## config.mk

```make
export PLATFORM = sky130hd
export DESIGN_NAME = force_pipeline_arbiter_flat
export DESIGN_NICKNAME = d
export VERILOG_FILES = /design/src/rtl/force_pipeline_arbiter_pkg.sv /design/src/rtl/force_pipeline_arbiter_if.sv /design/src/rtl/force_pipeline_arbiter_rr_arbiter.sv /design/src/rtl/force_pipeline_arbiter.sv /design/src/flat_wrapper.sv
export SDC_FILE = /design/constraint.sdc
export NUM_CORES = 1
export LEC_CHECK = 0
export ABC_AREA = 1
export CORE_AREA = 2 2 158 160
export CTS_CLUSTER_SIZE = 16
export DETAILED_ROUTE_END_ITERATION = 8
export DIE_AREA = 0 0 160 162
export GPL_TIMING_DRIVEN = 0
export PLACE_DENSITY = 0.7
export REMOVE_ABC_BUFFERS = 1
export SETUP_SLACK_MARGIN = 0.4
export SYNTH_ARGS = -nofsm -noshare
export SYNTH_HDL_FRONTEND = slang
export SYNTH_SLANG_ARGS = --single-unit
```

## constraint.sdc

```tcl
create_clock -name clk -period 7.55 [get_ports clk]
set_input_delay 1.51 -clock clk [delete_from_list [all_inputs] [get_ports clk]]
set_output_delay 1.51 -clock clk [all_outputs]
set_load 0.005 [all_outputs]
```

## src/rtl/force_pipeline_arbiter_pkg.sv

```systemverilog
// Shared constants and types for the force pipeline arbiter slice.
// The tag records which requester owns each operation in flight through force_pipeline.
package force_pipeline_arbiter_pkg;

    localparam int unsigned AXIS_TDATA_WIDTH   = 32;
    localparam int unsigned FP_LATENCY_DEFAULT = 12;
    // Tag index is sized for up to 16 requesters.
    localparam int unsigned TAG_IDX_W          = 4;

    typedef struct packed {
        logic                 valid;
        logic [TAG_IDX_W-1:0] idx;
    } fp_tag_t;

endpackage

```

## src/rtl/force_pipeline_arbiter_if.sv

```systemverilog
// Requester, force_pipeline and response signals of the arbiter.
// The master modport is the arbiter side; slave is the surrounding logic.
interface force_pipeline_arbiter_if #(
    parameter int unsigned NUM_REQ = 4
);
    localparam int unsigned DW = force_pipeline_arbiter_pkg::AXIS_TDATA_WIDTH;

    logic [NUM_REQ-1:0]    req_valid;
    logic [NUM_REQ-1:0]    req_ready;
    logic [NUM_REQ*DW-1:0] req_data;
    logic [NUM_REQ*32-1:0] req_scale;
    logic [DW-1:0]         fp_a_tdata;
    logic                  fp_a_tvalid;
    logic [31:0]           fp_b_tdata;
    logic                  fp_b_tvalid;
    logic [DW-1:0]         fp_result_tdata;
    logic                  fp_result_tvalid;
    logic [DW-1:0]         rsp_data;
    logic [NUM_REQ-1:0]    rsp_valid;

    modport master (
        input  req_valid, req_data, req_scale, fp_result_tdata, fp_result_tvalid,
        output req_ready, fp_a_tdata, fp_a_tvalid, fp_b_tdata, fp_b_tvalid, rsp_data, rsp_valid
    );

    modport slave (
        output req_valid, req_data, req_scale, fp_result_tdata, fp_result_tvalid,
        input  req_ready, fp_a_tdata, fp_a_tvalid, fp_b_tdata, fp_b_tvalid, rsp_data, rsp_valid
    );

endinterface

```

## src/rtl/force_pipeline_arbiter_rr_arbiter.sv

```systemverilog
// Combinational round-robin grant; the pointer moves to the granted index on every grant.
module rr_arbiter #(
    parameter int unsigned NUM_REQ = 4,
    parameter int unsigned IDX_W   = (NUM_REQ > 1) ? $clog2(NUM_REQ) : 1
) (
    input  logic               clk,
    input  logic               rst_n,
    input  logic               en,
    input  logic [NUM_REQ-1:0] req,
    output logic [NUM_REQ-1:0] grant,
    output logic [IDX_W-1:0]   grant_idx
);

    logic [IDX_W-1:0] ptr_q;
    logic [IDX_W-1:0] cand;
    logic             found;

    // Search starts strictly after the last grant, so a held request is never skipped.
    always_comb begin
        grant     = '0;
        grant_idx = ptr_q;
        found     = 1'b0;
        cand      = '0;
        for (int unsigned off = 1; off <= NUM_REQ; off++) begin
            cand = IDX_W'((32'(ptr_q) + off) % NUM_REQ);
            if (en && !found && req[cand]) begin
                found       = 1'b1;
                grant[cand] = 1'b1;
                grant_idx   = cand;
            end
        end
    end

    always_ff @(posedge clk or negedge rst_n) begin
        if (!rst_n) begin
            ptr_q <= IDX_W'(NUM_REQ - 1);
        end else if (found) begin
            ptr_q <= grant_idx;
        end
    end

endmodule

```

## src/rtl/force_pipeline_arbiter.sv

```systemverilog
// Shares one force_pipeline among NUM_REQ requesters and routes each result back
// to its owner through a tag pipeline that tracks the fixed pipeline latency.
module force_pipeline_arbiter
    import force_pipeline_arbiter_pkg::*;
#(
    parameter int unsigned NUM_REQ    = 4,
    parameter int unsigned FP_LATENCY = FP_LATENCY_DEFAULT
) (
    input  logic                              clk,
    input  logic                              rst_n,
    input  logic                              arb_en,
    force_pipeline_arbiter_if.master          bus,
    output logic [$clog2(FP_LATENCY+2)-1:0]   inflight,
    output logic                              tag_error
);

    localparam int unsigned IDX_W   = (NUM_REQ > 1) ? $clog2(NUM_REQ) : 1;
    localparam int unsigned CNT_W   = $clog2(FP_LATENCY + 2);
    localparam int unsigned DRAIN_W = $clog2(FP_LATENCY + 1);
    localparam int unsigned DW      = AXIS_TDATA_WIDTH;

    logic [DRAIN_W-1:0] drain_q;
    logic               grant_en;
    logic [NUM_REQ-1:0] grant;
    logic [IDX_W-1:0]   grant_idx;
    logic               accept;
    logic [DW-1:0]      sel_a;
    logic [31:0]        sel_b;

    logic [DW-1:0]      fp_a_q;
    logic [31:0]        fp_b_q;
    logic               fp_valid_q;
    logic [IDX_W-1:0]   issue_idx_q;

    fp_tag_t            tag_q [FP_LATENCY];
    fp_tag_t            head;
    logic               hit;
    logic               mismatch;

    logic [DW-1:0]      rsp_data_q;
    logic [NUM_REQ-1:0] rsp_valid_q;
    logic [CNT_W-1:0]   inflight_q;
    logic               tag_error_q;

    // Grants stay blocked until results issued before reset have flushed out.
    assign grant_en = rst_n & arb_en & (drain_q == '0);

    rr_arbiter #(
        .NUM_REQ (NUM_REQ),
        .IDX_W   (IDX_W)
    ) u_rr_arbiter (
        .clk       (clk),
        .rst_n     (rst_n),
        .en        (grant_en),
        .req       (bus.req_valid),
        .grant     (grant),
        .grant_idx (grant_idx)
    );

    assign accept        = |grant;
    assign bus.req_ready = grant;

    always_comb begin
        sel_a = '0;
        sel_b = '0;
        for (int i = 0; i < NUM_REQ; i++) begin
            if (grant[i]) begin
                sel_a = bus.req_data[i*DW +: DW];
                sel_b = bus.req_scale[i*32 +: 32];
            end
        end
    end

    always_ff @(posedge clk or negedge rst_n) begin
        if (!rst_n) begin
            drain_q <= DRAIN_W'(FP_LATENCY);
        end else if (drain_q != '0) begin
            drain_q <= drain_q - 1'b1;
        end
    end

    always_ff @(posedge clk or negedge rst_n) begin
        if (!rst_n) begin
            fp_a_q      <= '0;
            fp_b_q      <= '0;
            fp_valid_q  <= 1'b0;
            issue_idx_q <= '0;
        end else begin
            fp_valid_q <= accept;
            if (accept) begin
                fp_a_q      <= sel_a;
                fp_b_q      <= sel_b;
                issue_idx_q <= grant_idx;
            end
        end
    end

    assign bus.fp_a_tdata  = fp_a_q;
    assign bus.fp_b_tdata  = fp_b_q;
    assign bus.fp_a_tvalid = fp_valid_q;
    assign bus.fp_b_tvalid = fp_valid_q;

    // Pushed on the issue cycle so the head lines up with fp_result_tvalid.
    always_ff @(posedge clk or negedge rst_n) begin
        if (!rst_n) begin
            for (int i = 0; i < FP_LATENCY; i++) begin
                tag_q[i] <= '0;
            end
        end else begin
            tag_q[0] <= '{valid: fp_valid_q, idx: TAG_IDX_W'(issue_idx_q)};
            for (int i = 1; i < FP_LATENCY; i++) begin
                tag_q[i] <= tag_q[i-1];
            end
        end
    end

    assign head     = tag_q[FP_LATENCY-1];
    assign hit      = head.valid & bus.fp_result_tvalid;
    assign mismatch = (head.valid ^ bus.fp_result_tvalid) & (drain_q == '0);

    always_ff @(posedge clk or negedge rst_n) begin
        if (!rst_n) begin
            rsp_data_q  <= '0;
            rsp_valid_q <= '0;
            inflight_q  <= '0;
            tag_error_q <= 1'b0;
        end else begin
            rsp_valid_q <= '0;
            if (hit) begin
                rsp_data_q  <= bus.fp_result_tdata;
                rsp_valid_q <= NUM_REQ'(1) << head.idx;
            end
            unique case ({accept, hit})
                2'b10:   inflight_q <= inflight_q + CNT_W'(1);
                2'b01:   inflight_q <= inflight_q - CNT_W'(1);
                default: inflight_q <= inflight_q;
            endcase
            if (mismatch) begin
                tag_error_q <= 1'b1;
            end
        end
    end

    assign bus.rsp_data  = rsp_data_q;
    assign bus.rsp_valid = rsp_valid_q;
    assign inflight      = inflight_q;
    assign tag_error     = tag_error_q;

endmodule

```

## src/flat_wrapper.sv

```systemverilog
// flat-port wrapper written by rule: the top's interface ports become plain ports
module force_pipeline_arbiter_flat import force_pipeline_arbiter_pkg::*;
#(
    parameter int unsigned NUM_REQ    = 4,
    parameter int unsigned FP_LATENCY = FP_LATENCY_DEFAULT
)
  (clk, rst_n, arb_en, inflight, tag_error, bus_req_valid, bus_req_data, bus_req_scale, bus_fp_result_tdata, bus_fp_result_tvalid, bus_req_ready, bus_fp_a_tdata, bus_fp_a_tvalid, bus_fp_b_tdata, bus_fp_b_tvalid, bus_rsp_data, bus_rsp_valid);
  force_pipeline_arbiter_if #(.NUM_REQ(NUM_REQ)) bus_i ();
  input  logic clk;
  input  logic rst_n;
  input  logic arb_en;
  output logic [$clog2(FP_LATENCY+2)-1:0] inflight;
  output logic tag_error;
  input wire logic [$bits(bus_i.req_valid)-1:0] bus_req_valid;
  input wire logic [$bits(bus_i.req_data)-1:0] bus_req_data;
  input wire logic [$bits(bus_i.req_scale)-1:0] bus_req_scale;
  input wire logic [$bits(bus_i.fp_result_tdata)-1:0] bus_fp_result_tdata;
  input wire logic [$bits(bus_i.fp_result_tvalid)-1:0] bus_fp_result_tvalid;
  output wire logic [$bits(bus_i.req_ready)-1:0] bus_req_ready;
  output wire logic [$bits(bus_i.fp_a_tdata)-1:0] bus_fp_a_tdata;
  output wire logic [$bits(bus_i.fp_a_tvalid)-1:0] bus_fp_a_tvalid;
  output wire logic [$bits(bus_i.fp_b_tdata)-1:0] bus_fp_b_tdata;
  output wire logic [$bits(bus_i.fp_b_tvalid)-1:0] bus_fp_b_tvalid;
  output wire logic [$bits(bus_i.rsp_data)-1:0] bus_rsp_data;
  output wire logic [$bits(bus_i.rsp_valid)-1:0] bus_rsp_valid;
  assign bus_i.req_valid = bus_req_valid;
  assign bus_i.req_data = bus_req_data;
  assign bus_i.req_scale = bus_req_scale;
  assign bus_i.fp_result_tdata = bus_fp_result_tdata;
  assign bus_i.fp_result_tvalid = bus_fp_result_tvalid;
  assign bus_req_ready = bus_i.req_ready;
  assign bus_fp_a_tdata = bus_i.fp_a_tdata;
  assign bus_fp_a_tvalid = bus_i.fp_a_tvalid;
  assign bus_fp_b_tdata = bus_i.fp_b_tdata;
  assign bus_fp_b_tvalid = bus_i.fp_b_tvalid;
  assign bus_rsp_data = bus_i.rsp_data;
  assign bus_rsp_valid = bus_i.rsp_valid;
  force_pipeline_arbiter #(.NUM_REQ(NUM_REQ), .FP_LATENCY(FP_LATENCY)) u_core (.clk(clk), .rst_n(rst_n), .arb_en(arb_en), .bus(bus_i), .inflight(inflight), .tag_error(tag_error));
endmodule
```

==> reports/results.md <==
| Group | Quantity | Reported |
|:---|:---|:---|
| status | Status | completed |
| timing | Setup violations, final | 0 |
| clock tree | TritonCTS clock tree | done |
| timing | Period utilisation layout | 0.836 |
| clock tree | Count of buffers added by post-CTS timing repair for setup | 0 |
| setup path | Cell chain of the critical path | buf_6 > buf_16 > nand2_1 > nor2_4 > nand4_1 > clkinv_1 > nand2_2 > o21ai_4 > buf_12 > clkdlybuf4s50_1 |
| min path | Hold Crit Start | u_core.tag_q[20] |
| synth | Number of different library cells in the post-synthesis netlist | 30 |
| routing | Number of nets with antenna violations after routing | 0 |
| die | Core region area | 0.0241 sq mm |
| synth | Fraction of post-synthesis cell area in the top cell type by area | 0.441 |
| setup path | Data required, critical path | 6.04 ns |
| cells and area | Core Util, Final | 0.552 |
| routing | Final routed wirelength across all metal layers | 29.4 mm |
| cells and area | Fraction of final layout cells sized beyond drive strength 1 | 0.0438 |
| clock tree | Clk sinks | 150 |
| clock tree | Clk pin slew, worst setup/hold paths | 0.06 ns |
| job | Reported max-cap violation count | 0 |
| min path | Class of the most critical hold timing path | flop to flop |
| setup path | Number of buffer and inverter instances along the worst setup path | 5 |
| timing | Transition at the pin with the smallest max-transition slack | 1.37 ns |
| die | IO Pins | 407 |
| setup path | Worst Path Max Fanout | 99 |
| clock tree | Count of hold buffers inserted by post-cts repair | 0 |
| die | Starting density of the core | 0.344 |
| synth | Number of synthesis warnings | 0 |
| clock tree | CTS Root Cell | sky130_fd_sc_hd__clkbuf_16 |
| min path | Hold Path Sink | u_core.tag_q[15] |
| grt | Global-route wire length before repair | 46.6 mm |
| setup path | Type of destination of the critical path | primary output |
| placement | Final GP Congestion | 0.915 |
| synth | Sequential area share after synthesis | 0.454 |
| cells and area | Synthesis-to-finish area growth | 60.6% |
| cells and area | Nets | 1896 |
| clock tree | TritonCTS Buffers | 17 |
| synth | Seq cells post-synth | 150 |
| routing | Detailed Routing Iterations Pass 1 | 5 |
| grt | Pin count of the biggest net entering global routing | 100 |
| setup path | Worst setup path class | primary input to primary output |
| setup path | Minimum setup slack among reg-to-reg paths | 2.73 ns |
| grt | Via count of the first global-routing pass | 8801 |
| setup path | Launch instance of the worst register-to-register path | u_core.u_rr_arbiter.ptr_q[1] |
| setup path | Reg2reg path depth | 22 |
| timing | Setup repair after global routing missed its margin | false |
| die | Row count | 57 |
| timing | Final count of hold timing violations | 0 |
| routing | Final routed wire length divided by cell count | 15.2 um |
| setup path | Terminus of the critical flop-to-flop path | u_core.inflight[2] |
| placement | Estimated wirelength of the detail-placed design | 21.7 mm |
| routing | Vias per Instance | 4.59 |
| setup path | CP max stage cell | sky130_fd_sc_hd__o21ai_4 |
| clock tree | Number of instances resized during post-cts repair | 0 |
| routing | Detailed router's first-iteration violation count | 604 |
| setup path | Critical Path AT | 4.80 ns |
| synth | Post-synth top area cell | sky130_fd_sc_hd__dfrtp_1 |
| clock tree | Maximum buffer depth of the clock tree | 2 |
| synth | Summed instance area of the synthesized netlist | 0.00829 sq mm |
| placement | Count of input and output buffers | 406 |
| routing | Residual DRC count | 0 |
| die | Y dimension of the die | 162 um |
| timing | Remaining max-slew budget at the tightest pin | 0.0866 |
| grt | Grt ovf | 0 |
| setup path | Startpoint class of the critical path | primary input |
| synth | Number of cells produced by synthesis | 1213 |
| pwr | Static Leak | 6.82 nW |
| synth | Top cells by area in the synthesized netlist | sky130_fd_sc_hd__dfrtp_1 44%, sky130_fd_sc_hd__nand2_1 29%, sky130_fd_sc_hd__a21oi_1 8.1% |
| grt | Combined global-route utilization of all metal layers | 0.229 |
| die | Full die area | 0.0259 sq mm |
| grt | Antenna violations before repair | 3 |
| setup path | Biggest cell delay along the critical path | 0.77 ns |
| timing | Clk_skew | 0.0131 ns |
| routing | Total number of vias | 8834 |
| clock tree | Insertion delay to the later sink of the worst-skew pair | 0.41 ns |
| die | Horizontal extent of the die | 160 um |
| timing | F_max | 158 MHz |
| min path | Cell count of the worst hold path | 0 |
| timing | Period minus WS final | 6.31 ns |
| timing | Final count of pins violating max slew | 0 |
| pwr | Power per standard cell area | 370 mW/mm^2 |
| clock tree | Number of H-tree levels | 4 |
| timing | Worst Slack Setup Final | 1.24 ns |
| placement | Pre-CTS WS | 1.04 ns |
| setup path | Kind of cell adding the most delay to the critical path | buffers and inverters |
| pwr | Peak supply drop | 278 uV |
| synth | Average cell area after synthesis | 6.83 sq um |
cell usage after synthesis:
cell                       number
sky130_fd_sc_hd__clkbuf_1      10
sky130_fd_sc_hd__nand4_1        4
sky130_fd_sc_hd__o211ai_1       1
sky130_fd_sc_hd__nand3_2        1
sky130_fd_sc_hd__nand2_2        3
sky130_fd_sc_hd__o31ai_1        1
sky130_fd_sc_hd__a21oi_1      134
sky130_fd_sc_hd__buf_4         18
sky130_fd_sc_hd__xor2_1         2
sky130_fd_sc_hd__nor2_1        12
sky130_fd_sc_hd__clkinv_1       2
sky130_fd_sc_hd__a211oi_1       1
sky130_fd_sc_hd__or2_2          2
sky130_fd_sc_hd__o21ai_2        4
sky130_fd_sc_hd__xnor2_1        4
sky130_fd_sc_hd__nor3_1         7
sky130_fd_sc_hd__o21ai_1        1
sky130_fd_sc_hd__buf_6          1
sky130_fd_sc_hd__nor2_2         2
sky130_fd_sc_hd__nor2_4         2
sky130_fd_sc_hd__dfrtp_1      146
sky130_fd_sc_hd__nand2_1      642
sky130_fd_sc_hd__buf_2         34
sky130_fd_sc_hd__o21ai_0        2
sky130_fd_sc_hd__inv_1        144
sky130_fd_sc_hd__nand3_1       10
sky130_fd_sc_hd__dfstp_2        4
sky130_fd_sc_hd__ha_1          13
sky130_fd_sc_hd__inv_2          5
sky130_fd_sc_hd__a31o_2         1
final cells by class:
class	count	area [sq um]
Clock buffer	17	425
Multi-Input combinational cell	849	3640
Clock inverter	15	183
Timing Repair Buffer	418	4330
Fill cell	2406	10800
Sequential cell	150	3760
Tap cell	324	405
Antenna cell	1	2.50
Inverter	151	568
state kept, by name (all words and copies together), names as in the netlist:
register,cells
u_core.bus.rsp_data,32
u_core.tag_error,1
u_core.bus.fp_a_tdata,32
u_core.bus.rsp_valid,4
u_core.tag_q,33
u_core.head,3
u_core.issue_idx_q,2
u_core.bus.fp_b_tdata,32
u_core.bus.fp_a_tvalid,1
u_core.u_rr_arbiter.ptr_q,2
u_core.drain_q,4
u_core.inflight,4
report_power, final:
part | switching (mW) | internal, mW | total [mW]
Clock | 0.385 | 0.475 | 0.861
Combinational | 1.44 | 1.23 | 2.67
Sequential | 0.186 | 1.20 | 1.39
worst max path at each step:
stage | from | endpoint | slack (ns) | depth (start not counted)
after global routing | rst_n | bus_req_ready[2] | 0.94 | 10
final | rst_n | bus_req_ready[2] | 1.24 | 10
after detailed placement | rst_n | u_core.inflight[2] | 1.04 | 20
after global placement | rst_n | bus_req_ready[3] | -7.57 | 8
after floorplan | bus_req_valid[2] | u_core.inflight[2] | 1.26 | 18
after CTS | rst_n | bus_req_ready[2] | 1.19 | 10
per-stage QoR:
| stage | std cells | TNS (ns) | cell area (sq um) | total power, mW | hold slack (ns) |
|---|---|---|---|---|---|
| 3_3_place_gp | 1880 | -653.27 | 12400 | 4.01 | 0.331 |
| 6_report | 1925 | 0 | 13300 | 4.92 | 0.345 |
| 2_1_floorplan | 1150 | 0 | 7930 | 2.77 | 0.331 |
| 5_1_grt | 1925 | 0 | 13300 | 5.37 | 0.354 |
| 4_1_cts | 1923 | 0 | 13300 | 4.95 | 0.345 |
| 3_5_place_dp | 1891 | 0 | 12700 | 4.06 | 0.335 |
cells in the final DEF (no fill, tap or decap), types with 2 or more instances in the layout:
cell                              count
sky130_fd_sc_hd__nand2_1            642
sky130_fd_sc_hd__clkdlybuf4s50_1    405
sky130_fd_sc_hd__dfrtp_1            146
sky130_fd_sc_hd__inv_1              144
sky130_fd_sc_hd__a21oi_1            134
sky130_fd_sc_hd__clkbuf_16           17
sky130_fd_sc_hd__nor2_1              12
sky130_fd_sc_hd__ha_1                12
sky130_fd_sc_hd__nand3_1             10
sky130_fd_sc_hd__buf_12               9
sky130_fd_sc_hd__nor3_1               7
sky130_fd_sc_hd__inv_2                4
sky130_fd_sc_hd__nand4_1              4
sky130_fd_sc_hd__o21ai_4              4
sky130_fd_sc_hd__xnor2_1              4
sky130_fd_sc_hd__inv_8                4
sky130_fd_sc_hd__dfstp_2              4
sky130_fd_sc_hd__nand2_2              3
sky130_fd_sc_hd__clkinv_8             3
sky130_fd_sc_hd__inv_6                3
sky130_fd_sc_hd__buf_16               3
sky130_fd_sc_hd__nor2_4               2
sky130_fd_sc_hd__clkinv_1             2
sky130_fd_sc_hd__nor2_2               2
sky130_fd_sc_hd__o21ai_0              2
sky130_fd_sc_hd__or2_2                2
sky130_fd_sc_hd__xor2_1               2
sky130_fd_sc_hd__clkinv_4             2
sky130_fd_sc_hd__clkinvlp_4           2
kinds of logic after synthesis:
| logic type | after synthesis | synth area share |
|---|---|---|
| simple gates | 685 | 0.319 |
| buf+inv | 214 | 0.111 |
| xor+xnor | 6 | 0.00634 |
| fa+ha+maj | 13 | 0.0196 |
| compound gates | 145 | 0.0907 |
| flops | 150 | 0.454 |
per-layer routing:
metal | GRT usage | share of wire | vias up
met5 | 0 | 0.00085 | -
li1 | - | - | 4390
met3 | 0.0720 | 0.083 | 66
met2 | 0.396 | 0.48 | 352
met4 | 0.100 | 0.038 | 4
met1 | 0.262 | 0.40 | 4022
(Power assumes the default switching activity.)
